--- config.mk ---
export PLATFORM = sky130hd
export DESIGN_NAME = fru_config_sequencer_flat
export DESIGN_NICKNAME = d
export VERILOG_FILES = /design/src/rtl/fru_config_sequencer_if.sv /design/src/rtl/fru_config_sequencer.sv /design/src/flat_wrapper.sv
export SDC_FILE = /design/constraint.sdc
export NUM_CORES = 1
export LEC_CHECK = 0
export ABC_AREA = 1
export BUFFER_PORTS_ARGS = -buffer_cell sky130_fd_sc_hd__buf_2
export CAP_MARGIN = 10
export CELL_PAD_IN_SITES_DETAIL_PLACEMENT = 0
export CELL_PAD_IN_SITES_GLOBAL_PLACEMENT = 1
export CORE_UTILIZATION = 38
export CTS_BUF_LIST = sky130_fd_sc_hd__clkbuf_2
export CTS_CLUSTER_DIAMETER = 100
export DETAILED_ROUTE_END_ITERATION = 8
export GPL_TIMING_DRIVEN = 0
export PLACE_DENSITY_LB_ADDON = 0.1
export SLEW_MARGIN = 20
export SYNTH_ARGS = -nofsm -noshare
export SYNTH_HDL_FRONTEND = slang
export SYNTH_SLANG_ARGS = --single-unit
--- constraint.sdc ---
create_clock -name clk -period 3.4 [get_ports clk]
set_input_delay 0.17 -clock clk [delete_from_list [all_inputs] [get_ports clk]]
set_output_delay 0.17 -clock clk [all_outputs]
set_load 0.03 [all_outputs]
--- src/rtl/fru_config_sequencer_if.sv ---
// fru_config_sequencer_if: shadow-write, reconfig control and config-bus signals of the sequencer
interface fru_config_sequencer_if #(parameter int AW = 4);
  logic          cfg_we;
  logic [AW-1:0] cfg_waddr;
  logic [7:0]    cfg_wdata;
  logic          reconfig_req;
  logic          valid_in;
  logic          upstream_stall;
  logic          tracing;
  logic [7:0]    configId;
  logic [7:0]    configData;
  logic          busy;
  logic          reconfig_done;
  logic          cfg_dropped;
  modport master (
    output cfg_we, cfg_waddr, cfg_wdata, reconfig_req, valid_in,
    input  upstream_stall, tracing, configId, configData, busy, reconfig_done, cfg_dropped
  );
  modport slave (
    input  cfg_we, cfg_waddr, cfg_wdata, reconfig_req, valid_in,
    output upstream_stall, tracing, configId, configData, busy, reconfig_done, cfg_dropped
  );
endinterface

--- src/rtl/fru_config_sequencer.sv ---
// fru_config_sequencer: drains the pipeline, then streams the shadow firmware table to a filter-reduce unit
module fru_config_sequencer #(
  parameter int         MAX_CHAINS       = 4,
  parameter logic [7:0] TARGET_CONFIG_ID = 8'h00,
  parameter logic [7:0] IDLE_CONFIG_ID   = 8'hFF,
  parameter int         DRAIN_CYCLES     = 2
) (
  input logic clk,
  input logic rst,
  fru_config_sequencer_if.slave bus
);
  localparam int NBYTES = 3 * MAX_CHAINS;
  localparam int AW = $clog2(NBYTES);
  localparam int CW = $clog2(DRAIN_CYCLES + 1);
  localparam logic [AW-1:0] LAST = AW'(NBYTES - 1);
  typedef enum logic [2:0] {IDLE, DRAIN, PREP, STREAM, RESUME} state_t;
  state_t        state_q;
  logic [CW-1:0] cnt_q;
  logic [AW-1:0] idx_q;
  logic [7:0]    shadow_q [NBYTES];
  logic          tracing_q, stall_q, busy_q, done_q, dropped_q;
  logic [7:0]    id_q, data_q;
  logic          wr_ok;
  assign wr_ok = bus.cfg_we && state_q == IDLE && bus.cfg_waddr <= LAST;
  assign bus.tracing        = tracing_q;
  assign bus.upstream_stall = stall_q;
  assign bus.configId       = id_q;
  assign bus.configData     = data_q;
  assign bus.busy           = busy_q;
  assign bus.reconfig_done  = done_q;
  assign bus.cfg_dropped    = dropped_q;
  always_ff @(posedge clk) begin
    if (rst) begin
      for (int i = 0; i < NBYTES; i++) shadow_q[i] <= '0;
      dropped_q <= 1'b0;
    end else begin
      dropped_q <= bus.cfg_we && !wr_ok;
      if (wr_ok) shadow_q[bus.cfg_waddr] <= bus.cfg_wdata;
    end
  end
  // Outputs are loaded on the transition into each state so they appear with it.
  always_ff @(posedge clk) begin
    if (rst) begin
      state_q   <= IDLE;
      cnt_q     <= '0;
      idx_q     <= '0;
      tracing_q <= 1'b1;
      stall_q   <= 1'b0;
      busy_q    <= 1'b0;
      done_q    <= 1'b0;
      id_q      <= IDLE_CONFIG_ID;
      data_q    <= '0;
    end else begin
      done_q <= 1'b0;
      case (state_q)
        IDLE: if (bus.reconfig_req) begin
          state_q <= DRAIN;
          cnt_q   <= '0;
          stall_q <= 1'b1;
          busy_q  <= 1'b1;
        end
        DRAIN: if (bus.valid_in) cnt_q <= '0;
        else if (cnt_q == CW'(DRAIN_CYCLES - 1)) begin
          state_q   <= PREP;
          tracing_q <= 1'b0;
        end else cnt_q <= cnt_q + 1'b1;
        PREP: begin
          state_q <= STREAM;
          idx_q   <= '0;
          id_q    <= TARGET_CONFIG_ID;
          data_q  <= shadow_q[0];
        end
        STREAM: if (idx_q == LAST) begin
          state_q <= RESUME;
          id_q    <= IDLE_CONFIG_ID;
          data_q  <= '0;
        end else begin
          idx_q  <= idx_q + 1'b1;
          data_q <= shadow_q[idx_q + 1'b1];
        end
        RESUME: begin
          state_q   <= IDLE;
          tracing_q <= 1'b1;
          stall_q   <= 1'b0;
          busy_q    <= 1'b0;
          done_q    <= 1'b1;
        end
        default: state_q <= IDLE;
      endcase
    end
  end
endmodule
--- src/flat_wrapper.sv ---
// flat-port wrapper written by rule: the top's interface ports become plain ports
module fru_config_sequencer_flat 
#(
  parameter int         MAX_CHAINS       = 4,
  parameter logic [7:0] TARGET_CONFIG_ID = 8'h00,
  parameter logic [7:0] IDLE_CONFIG_ID   = 8'hFF,
  parameter int         DRAIN_CYCLES     = 2
)
  (clk, rst, bus_cfg_we, bus_cfg_waddr, bus_cfg_wdata, bus_reconfig_req, bus_valid_in, bus_upstream_stall, bus_tracing, bus_configId, bus_configData, bus_busy, bus_reconfig_done, bus_cfg_dropped);
  fru_config_sequencer_if bus_i ();
  input logic clk;
  input logic rst;
  input wire logic [$bits(bus_i.cfg_we)-1:0] bus_cfg_we;
  input wire logic [$bits(bus_i.cfg_waddr)-1:0] bus_cfg_waddr;
  input wire logic [$bits(bus_i.cfg_wdata)-1:0] bus_cfg_wdata;
  input wire logic [$bits(bus_i.reconfig_req)-1:0] bus_reconfig_req;
  input wire logic [$bits(bus_i.valid_in)-1:0] bus_valid_in;
  output wire logic [$bits(bus_i.upstream_stall)-1:0] bus_upstream_stall;
  output wire logic [$bits(bus_i.tracing)-1:0] bus_tracing;
  output wire logic [$bits(bus_i.configId)-1:0] bus_configId;
  output wire logic [$bits(bus_i.configData)-1:0] bus_configData;
  output wire logic [$bits(bus_i.busy)-1:0] bus_busy;
  output wire logic [$bits(bus_i.reconfig_done)-1:0] bus_reconfig_done;
  output wire logic [$bits(bus_i.cfg_dropped)-1:0] bus_cfg_dropped;
  assign bus_i.cfg_we = bus_cfg_we;
  assign bus_i.cfg_waddr = bus_cfg_waddr;
  assign bus_i.cfg_wdata = bus_cfg_wdata;
  assign bus_i.reconfig_req = bus_reconfig_req;
  assign bus_i.valid_in = bus_valid_in;
  assign bus_upstream_stall = bus_i.upstream_stall;
  assign bus_tracing = bus_i.tracing;
  assign bus_configId = bus_i.configId;
  assign bus_configData = bus_i.configData;
  assign bus_busy = bus_i.busy;
  assign bus_reconfig_done = bus_i.reconfig_done;
  assign bus_cfg_dropped = bus_i.cfg_dropped;
  fru_config_sequencer #(.MAX_CHAINS(MAX_CHAINS), .TARGET_CONFIG_ID(TARGET_CONFIG_ID), .IDLE_CONFIG_ID(IDLE_CONFIG_ID), .DRAIN_CYCLES(DRAIN_CYCLES)) u_core (.clk(clk), .rst(rst), .bus(bus_i));
endmodule
==> results.toml <==
[run_status]
outcome = "completed"

[cells_and_area]
fin_cells = 1146
final_common_cell = "nand2_1"
drive_gt1_share_pct = 14.2
fin_nets = 917
area_growth_pct = 13.5
layout_common_cells = "nand2_1 (200), edfxtp_1 (128), nor2_1 (119)"

[placement]
hpwl_microns = 14000
gp_congestion = 0.850
dp_cells = 1098
portBuffers = 37
pre_cts_slack_ns = 1.11

[clocking]
tritoncts = "built"
clock_path_buffers = 2
numCtsBuffers = 17
path_clk_slew_ns = 0.24
post_cts_buffers = 0
clock_latency_ns = 0.72
h-tree-depth = 4
cts_resized = 0
cts_root_buf = "clkbuf_2"
clock-sinks = 150
cts_hold_buf = 15

[floorplanning]
pin_count = 38
die_x_microns = 140
row_count = 50
core_region_area_sq_um = 18700
initial_core_util_pct = 38.9
die_h_microns = 140
die-area_sq_um = 19700

[timing]
clock_skew_ns = 0.0296
max_freq_mhz = 428
rsz0062_at_grt = "false"
setup_ws_ns = 1.06
min_period_over_period_pct = 68.7
holdWs_ns = 0.119
setup_viol_count_final = 0
period_minus_slack_ns = 2.34
slew_headroom_pct = 43.0
final_max_slew_viol_count = 0
worst_pin_slew_ns = 0.854
setup_tns_ns = 0
hold_viol = 0

[logic_synthesis]
synth_top_cell_by_area = "edfxtp_1"
synth_area_sq_um = 7270
synth_edf_count = 128
ys_warn_count = 0
yosys.area.top_type_share_pct = 52.9
synth_flop_cell = "edfxtp_1"
synthCells = 796
synth.distinct_cells = 33
yosysSeqAreaShare_pct = 58.9
synth_area_leaders = "edfxtp_1 (53%), nand2_1 (10%), nand3_1 (6.4%), nor2_1 (6.1%), dfxtp_1 (6.1%)"
avgSynthCellArea_sq_um = 9.13
synth-async-reset-ratio_pct = 0
ys_seq_elements = 150

[power_and_ir_drop]
p_leak_nw = 3.85
power_mw = 3.64
ir_worst_vdd_uv = 222
p_per_area_nw_per_um2 = 441

[global_routing]
grt.overflow.total = 0
antenna_found_initial = 1
grt_max_degree = 17
grt_pass1_wl_microns = 30700
grtUsageTotal_pct = 21.3
grt_pass1_vias = 5508

[drt]
vias = 5445
ant_nets = 0
routed_wl_microns = 19500
routedWlPerCell_microns = 17.0
viasPerCell = 4.75
drt_iter0_drc = 380
first_pass_iters = 5
drc_errors = 0

[worst_setup_path]
end_kind = "register"
required_ns = 4.08
cp.arrival_ns = 3.02
cp_max_fo = 10
startpoint_type = "register"
critPathKind = "register to register"

[run]
cap_violations = 0

[min_path]
hold_class = "input port to register"
-- area by class of cell --
cell class,instances,area [sq um]
Buffer,44,264
Antenna cell,1,2.50
Inverter,113,424
Clock inverter,15,153
Fill cell,1895,10500
Clock buffer,17,85.1
Tap cell,234,293
Sequential cell,150,4280
Timing Repair Buffer,52,335
Multi-Input combinational cell,520,2410
-- cell usage after synthesis, types with 5 or more instances --
| library cell | instances |
|---|---|
| a21oi_1 | 16 |
| clkbuf_1 | 16 |
| a21oi_2 | 7 |
| o21ai_0 | 15 |
| buf_2 | 10 |
| dfxtp_1 | 22 |
| nor2_2 | 5 |
| nand3_1 | 93 |
| nand2_1 | 200 |
| edfxtp_1 | 128 |
| nor2_1 | 119 |
| inv_1 | 111 |
| nand2_4 | 13 |
| buf_4 | 9 |
-- power by group --
part | internal [mW] | switching (mW)
Clock | 0.342 | 0.692
Sequential | 2.09 | 0.0366
Combinational | 0.144 | 0.336
-- cell families (layout without fill, tap and decap cells) --
| family | after synthesis | in the layout | synth area share, % |
|---|---|---|---|
| simple gates | 439 | 439 | 26.7 |
| buf+inv | 157 | 241 | 9.47 |
| compound gates | 43 | 43 | 3.67 |
| fa+ha+maj | 2 | 2 | 0.344 |
| xor+xnor | 4 | 4 | 0.792 |
| flops | 150 | 150 | 58.9 |
| other cells | 1 | 33 | 0.0516 |
-- sequential cells by signal, indices dropped and copies added, names as in the netlist --
register                   count
u_core.cnt_q                   2
u_core.bus.configId            1
u_core.state_q                 3
u_core.bus.reconfig_done       1
u_core.shadow_q              128
u_core.bus.upstream_stall      1
u_core.bus.configData          8
u_core.idx_q                   4
u_core.bus.tracing             1
u_core.bus.cfg_dropped         1
-- per-layer routing --
layer / GRT usage, % / vias to the layer above / wire length (microns)
li1: - / 2709 / -
met1: 29.2 / 2587 / 9400
met2: 34.1 / 123 / 8890
met3: 3.73 / 26 / 745
met4: 7.40 / 0 / 443
met5: 0 / - / 0
-- metrics by stage --
stage	utilization, %	instance area (sq um)
2_1_floorplan	-	7380
3_3_place_gp	42.0	7860
3_5_place_dp	42.0	7860
4_1_cts	44.1	8250
5_1_grt	44.1	8250
6_report	44.1	8250
-- worst paths after layout --
path,to,slack (ns),cells after the start,from
setup reg to reg,u_core.bus.configData[6],1.06,10,u_core.idx_q[1]
hold reg to reg,u_core.cnt_q[1],0.47,2,u_core.cnt_q[1]
setup / recovery,u_core.bus.configData[6],1.06,10,u_core.idx_q[1]
hold / removal,u_core.shadow_q[6][7],0.12,5,bus_cfg_waddr[2]
-- critical path, stage by stage, from the launching register on --
cell and delay, ns:
dfxtp_1 0.42, ha_1 0.24, buf_2 0.20, inv_1 0.18
buf_1 0.55, nand2_1 0.22, nand3_1 0.14, nand3_1 0.08
nand2_1 0.08, nand2_1 0.07, a21oi_2 0.11
Note: power is estimated with default switching activity, not from simulation.
